**config.mk**
```make
export PLATFORM = sky130hd
export DESIGN_NAME = tl_source_shrinker
export DESIGN_NICKNAME = d
export VERILOG_FILES = /design/src/rtl/tl_source_shrinker.sv
export SDC_FILE = /design/constraint.sdc
export NUM_CORES = 1
export LEC_CHECK = 0
export CORE_AREA = 8 8 135 137
export CTS_CLUSTER_DIAMETER = 40
export DETAILED_ROUTE_END_ITERATION = 8
export DIE_AREA = 0 0 143 145
export DONT_BUFFER_PORTS = 1
export GPL_TIMING_DRIVEN = 1
export HOLD_SLACK_MARGIN = 0.08
export PLACE_DENSITY = 0.3
export SYNTH_ARGS = -nofsm -noshare
export SYNTH_HDL_FRONTEND = slang
export SYNTH_SLANG_ARGS = --single-unit
```
**constraint.sdc**
```tcl
create_clock -name clock -period 4.2 [get_ports clock]
set_input_delay 0.84 -clock clock [delete_from_list [all_inputs] [get_ports clock]]
set_output_delay 0.84 -clock clock [all_outputs]
set_load 0.03 [all_outputs]
```
**src/rtl/tl_source_shrinker.sv**
```systemverilog
// tl_source_shrinker: maps the wide upstream A-channel source ID onto a small
// pool of slave-side IDs and restores the original source on the D channel.
// Traffic is single-beat: one A fire takes one ID, one D fire returns it.
module tl_source_shrinker #(
    parameter int unsigned IN_SOURCE_W  = 11,
    parameter int unsigned OUT_IDS      = 4,
    parameter int unsigned OUT_SOURCE_W = 2,
    parameter int unsigned ADDR_W       = 12,
    parameter int unsigned DATA_W       = 64
) (
    input  logic                     clock,
    input  logic                     reset,

    // A channel from the fragmenter
    input  logic                     auto_in_a_valid,
    output logic                     auto_in_a_ready,
    input  logic [2:0]               auto_in_a_bits_opcode,
    input  logic [2:0]               auto_in_a_bits_param,
    input  logic [1:0]               auto_in_a_bits_size,
    input  logic [IN_SOURCE_W-1:0]   auto_in_a_bits_source,
    input  logic [ADDR_W-1:0]        auto_in_a_bits_address,
    input  logic [DATA_W/8-1:0]      auto_in_a_bits_mask,
    input  logic [DATA_W-1:0]        auto_in_a_bits_data,
    input  logic                     auto_in_a_bits_corrupt,

    // A channel toward the slave
    output logic                     auto_out_a_valid,
    input  logic                     auto_out_a_ready,
    output logic [2:0]               auto_out_a_bits_opcode,
    output logic [2:0]               auto_out_a_bits_param,
    output logic [1:0]               auto_out_a_bits_size,
    output logic [OUT_SOURCE_W-1:0]  auto_out_a_bits_source,
    output logic [ADDR_W-1:0]        auto_out_a_bits_address,
    output logic [DATA_W/8-1:0]      auto_out_a_bits_mask,
    output logic [DATA_W-1:0]        auto_out_a_bits_data,
    output logic                     auto_out_a_bits_corrupt,

    // D channel from the slave
    input  logic                     auto_out_d_valid,
    output logic                     auto_out_d_ready,
    input  logic [2:0]               auto_out_d_bits_opcode,
    input  logic [1:0]               auto_out_d_bits_size,
    input  logic [OUT_SOURCE_W-1:0]  auto_out_d_bits_source,
    input  logic [DATA_W-1:0]        auto_out_d_bits_data,

    // D channel toward the fragmenter
    output logic                     auto_in_d_valid,
    input  logic                     auto_in_d_ready,
    output logic [2:0]               auto_in_d_bits_opcode,
    output logic [1:0]               auto_in_d_bits_size,
    output logic [IN_SOURCE_W-1:0]   auto_in_d_bits_source,
    output logic [DATA_W-1:0]        auto_in_d_bits_data
);

    localparam int unsigned MASK_W = DATA_W / 8;

    // Slot state: free_q bit set means the slot is idle; tbl_q holds the
    // upstream source of each busy slot (contents of idle slots are don't-care).
    logic [OUT_IDS-1:0]     free_q, free_d;
    logic [IN_SOURCE_W-1:0] tbl_q [OUT_IDS];
    logic [IN_SOURCE_W-1:0] tbl_d [OUT_IDS];

    logic                    any_free;
    logic [OUT_SOURCE_W-1:0] alloc;
    logic                    a_fire;
    logic                    d_fire;

    // Pick the lowest idle slot from the registered vector; a slot freed this
    // cycle only becomes eligible once free_q reflects it.
    always_comb begin
        alloc    = '0;
        any_free = |free_q;
        for (int i = int'(OUT_IDS) - 1; i >= 0; i--) begin
            if (free_q[i]) begin
                alloc = OUT_SOURCE_W'(i);
            end
        end
    end

    // A channel: zero-latency pass-through gated by slot availability and reset.
    always_comb begin
        auto_out_a_valid        = auto_in_a_valid & any_free & ~reset;
        auto_in_a_ready         = auto_out_a_ready & any_free & ~reset;
        auto_out_a_bits_opcode  = auto_in_a_bits_opcode;
        auto_out_a_bits_param   = auto_in_a_bits_param;
        auto_out_a_bits_size    = auto_in_a_bits_size;
        auto_out_a_bits_source  = alloc;
        auto_out_a_bits_address = auto_in_a_bits_address;
        auto_out_a_bits_mask    = MASK_W'(auto_in_a_bits_mask);
        auto_out_a_bits_data    = auto_in_a_bits_data;
        auto_out_a_bits_corrupt = auto_in_a_bits_corrupt;
    end

    // D channel: zero-latency pass-through with the source restored from the table.
    always_comb begin
        auto_in_d_valid       = auto_out_d_valid;
        auto_out_d_ready      = auto_in_d_ready;
        auto_in_d_bits_opcode = auto_out_d_bits_opcode;
        auto_in_d_bits_size   = auto_out_d_bits_size;
        auto_in_d_bits_source = tbl_q[auto_out_d_bits_source];
        auto_in_d_bits_data   = auto_out_d_bits_data;
    end

    assign a_fire = auto_out_a_valid & auto_out_a_ready;
    assign d_fire = auto_out_d_valid & auto_in_d_ready;

    // Next slot state: A fire claims alloc, D fire releases the returned ID.
    // The release is applied last so a bogus D on an idle slot leaves it idle.
    always_comb begin
        free_d = free_q;
        tbl_d  = tbl_q;
        if (a_fire) begin
            free_d[alloc] = 1'b0;
            tbl_d[alloc]  = auto_in_a_bits_source;
        end
        if (d_fire) begin
            free_d[auto_out_d_bits_source] = 1'b1;
        end
    end

    // Free vector register; reset returns every slot to the pool.
    always_ff @(posedge clock) begin
        if (reset) begin
            free_q <= '1;
        end else begin
            free_q <= free_d;
        end
    end

    // Source table register; only meaningful for busy slots, so left unreset.
    always_ff @(posedge clock) begin
        tbl_q <= tbl_d;
    end

    // A response must only ever return an ID that is currently in flight.
    always_ff @(posedge clock) begin
        if (!reset && d_fire) begin
            assert (!free_q[auto_out_d_bits_source]);
        end
    end

endmodule

```
Word level (Yosys, flattened, before mapping)
Index checks and enable logic that the tools add are counted.
- register bits after elaboration: 48
- latch bits: 0
- RAM bits: 0
- memory bits (read-only): 0
- output and inout port bits: 179
- memories kept: 0
- add/sub/neg operators: 0
- multiply operators: 0
- div/mod/pow operators: 0
- $lt $le $gt $ge: 7
- equal/unequal tests: 0
- shift-type cells: 0
- mux-type cells: 16
- bitwise logic cells: 12
- reduce and logical (&&, ||, !) cells: 4
- operators with widths (kind ; number):
    $bwmux 44 ; 1
    $mux 11 ; 3
    $bmux 11 s2 ; 1
    $demux 11 s2 ; 1
    $mux 2 ; 4
    $mux 4 ; 2
    $and 1x1->1 ; 6
    $ge 3x3->1 const B ; 2
    $lt 2x3->1 const B ; 2
    $not 2->3 ; 2
    $and 4x4->4 ; 1
    $demux 1 s2 ; 2
    $ge 2x1->1 const B ; 2
    $not 4->4 ; 1
    $or 4x4->4 ; 1
    $reduce_or 4->1 ; 1
    $logic_and 1x1->1 ; 3
    $lt 3x1->1 const B ; 1
    $mux 1 ; 2
    $not 1->1 ; 1

Logic depth before layout (Yosys ltp)
- word-level depth: 13
- gate-level depth with buffers: 4

Least setup slack after synthesis
Ideal clock, no wire load.
- kind: input to register
- from: input reset
- to: register tbl_q[0] (netlist bit) (enable)
- setup time: 0.396 ns
- arrival: 2.406 ns
- data required time: 3.804 ns
- path slack: 1.399 ns
- cell stages on the path: 3
- buffers on the path: 0
- path through: nand3b_4 or4_4 nor3b_1
- cells in the longest elaborated chain, start to end: 3
- RTL lines (element ; line ; text):
    from (decl) ; 12 ; input logic reset,
    $not 1->1 ; 82 ; auto_out_a_valid = auto_in_a_valid & any_free & ~reset;
    $and 1x1->1 ; 82 ;
    $and 1x1->1 ; 104 ; assign a_fire = auto_out_a_valid & auto_out_a_ready;
    to (signal assigned) ; 132 ; tbl_q <= tbl_d;
    to (decl) ; 60 ; logic [IN_SOURCE_W-1:0] tbl_q [OUT_IDS];
Every way passes these cells.
A chain may end at the register's enable or synchronous reset.

Final worst setup path
- from: register free_q[2]
- to: output auto_out_a_bits_source[1]
- cells in the longest elaborated chain, start to end: 3
- RTL lines (element ; line ; text):
    from (decl) ; 59 ; logic [OUT_IDS-1:0] free_q, free_d;
    from (signal assigned) ; 126 ; free_q <= free_d;
    $mux 2 (3 in a row) ; 74 ; if (free_q[i]) begin
    to (decl) ; 32 ; output logic [OUT_SOURCE_W-1:0] auto_out_a_bits_source,
Every way passes these cells.

==> reports/metrics.cfg <==
[min_path]
hold_end = free_q[3]$_SDFF_PP1_
hold_path_depth = 2
hp-class = flop to flop
min_from = free_q[3]$_SDFF_PP1_

[sta]
max_freq_ghz = 0.417
fin_ws_ns = 1.80
relSlewSlack_pct = 24.3
drv_slew = 0
hold_viol = 0
setup-tns-final_ns = 0
grt_setup_unrepaired = false
setup_viol = 0
finalCritPeriodShare_pct = 57.0
min_period_ns = 2.40
worst_pin_slew_ns = 1.13
skew_ns = 0.00420

[detailed_routing]
vias_per_cell = 3.56
vias = 1130
finalWirelength_um = 12300
drc = 0
drt-initial-drc-count = 51
first_pass_iters = 4
wire_per_inst_um = 38.9
ant_nets = 0

[power_and_ir_drop]
powerDensity_nw_per_um2 = 440
p_leak_nw = 0.683
peakVddDrop_mv = 0.139

[cts]
post_cts_buffers = 0
clk_pin_slew_ns = 0.06
cts_buffer_depth = 2
numCtsBuffers = 5
root_buffer = clkbuf_16
cts_sinks = 48
clkLatencyLatePin_ns = 0.28
htreeDepth = 2
cts_hold_buf = 0
post_cts_resize_count = 0
tritoncts = done

[global_routing]
grt_pass1_vias = 1246
gr-usage-all-layers_pct = 11.1
grt_max_degree = 16
grt_pass1_wl_um = 14500
gr-total-overflow = 0
antenna_found_initial = 0

[synth]
syn_avg_cell_area_um2 = 12.1
yosys_register_bits = 48
yosysWarningCount = 0
synth_top_area_cell = edfxtp_1
yosys-top-cells-area = edfxtp_1, buf_4, mux4_2, dfxtp_1, nor2_1
ys_seq_area_share_pct = 45.7
synth_cell_types = 21
synth_top_cell_area_share_pct = 43.1
syn_area_um2 = 3070
syn_inst = 254
syn_nets = 435

[critical_path]
crit_type = flop to output pin
end_kind = output pin
cp-start-kind = flop
r2r_end = tbl_q[34]$_DFFE_PP_
critical_path_arrival_ns = 1.56
r2r_cells = 2
critPathRequiredTime_ns = 3.36
worstReg2RegStart = free_q[0]$_SDFF_PP1_
cp_max_fo = 6
ff2ff_setup_slack_ns = 2.41

[floorplan]
pin_count = 360
rows = 47
fp.dieArea_um2 = 20700
core_um2 = 16200
die_height_um = 145
die_w_um = 143
start_util_pct = 19.0

[final_layout]
drive_gt1_share_pct = 22.7
final_nets = 277
n_antenna_cell = 0
stdcell_area_um2 = 2280
layout_common_cells = edfxtp_1, mux4_2, nor2_1
fillers = 1775
layout_commonest_cell = edfxtp_1
syn_to_final_growth_pct = -25.7
regArea_um2 = 1400
multiInputGateArea_um2 = 415

[placed_design]
dpl_cell_area_um2 = 2120
post-dp-hpwl_um = 10800
dp_slack_ns = 1.70
io_buffers = 0
gp_congestion = 0.710

[run_status]
status = finished, final reports clean

[run]
drv_cap = 0

Yosys cell counts:
cell type	number
dfxtp_1	4
nor3_1	2
a41oi_1	1
and2_1	2
a221o_1	2
nand3b_4	1
buf_2	2
inv_1	3
nor3b_1	1
nor4_1	1
nand2_1	2
nand2b_1	1
mux4_2	11
edfxtp_1	44
nor2_1	8
a21oi_1	1
clkbuf_1	1
or4_4	1
a211o_1	1
buf_4	164
o41ai_1	1
report_power, final:
part           leakage, nW  switching, mW  internal, mW
registers            0.430        0.00205         0.527
logic                0.174         0.0257        0.0141
clock network       0.0789          0.158         0.276
total                0.683          0.186         0.817
flip-flops by register name, summed over array words and instances (netlist names):
| register | flops |
|---|---|
| tbl_q | 44 |
| free_q | 4 |
per-stage QoR:
step / util [%] / std cells / hold slack, ns / total power [mW]
after global routing: 14.1 / 317 / 0.536 / 1.04
final: 14.1 / 317 / 0.506 / 1.00
after CTS: 14.1 / 317 / 0.508 / 1.02
after global placement: 13.1 / 309 / 0.477 / 0.579
after floorplan: - / 254 / 0.459 / 0.870
after detailed placement: 13.1 / 309 / 0.500 / 0.580
worst max-delay path, cell delays in order (launching register included):
cell,delay (ns)
dfxtp_1,0.44
nor2_1,0.10
nor3_1,0.74
logic make-up after synthesis:
kind of cell | synth area share (%)
flops | 45.7
compound gates | 1.67
simple gates | 3.63
mux | 8.08
buf+inv | 40.9
area by class of cell:
class                      count  share of cell area [%]
timing repair buffer           2                   0.658
multi-input combinational     36                    18.2
tap                          220                    12.1
clock buffer                   5                    5.49
sequential                    48                    61.4
inverter                       3                   0.494
clock inverter                 3                    1.65
metal layers:
layer	wire [µm]	up-vias	track usage (%)	part of all wire, %
met3	3660	43	15.2	30
met5	73	-	3.00	0.59
met4	563	2	5.79	4.6
met2	5240	207	15.9	43
li1	-	377	-	-
met1	2780	501	7.35	23
worst max-delay path by stage:
stage	from	slack (ns)	cells past startpoint	endpoint
5_1_grt	free_q[2]$_SDFF_PP1_	1.74	2	auto_out_a_bits_source[1]
4_1_cts	free_q[2]$_SDFF_PP1_	1.78	2	auto_out_a_bits_source[1]
2_1_floorplan	reset	1.40	3	tbl_q[0]$_DFFE_PP_
6_report	free_q[2]$_SDFF_PP1_	1.80	2	auto_out_a_bits_source[1]
3_5_place_dp	reset	1.70	3	tbl_q[25]$_DFFE_PP_
3_3_place_gp	reset	1.81	3	tbl_q[23]$_DFFE_PP_
Note: power is estimated with default switching activity, not from simulation.
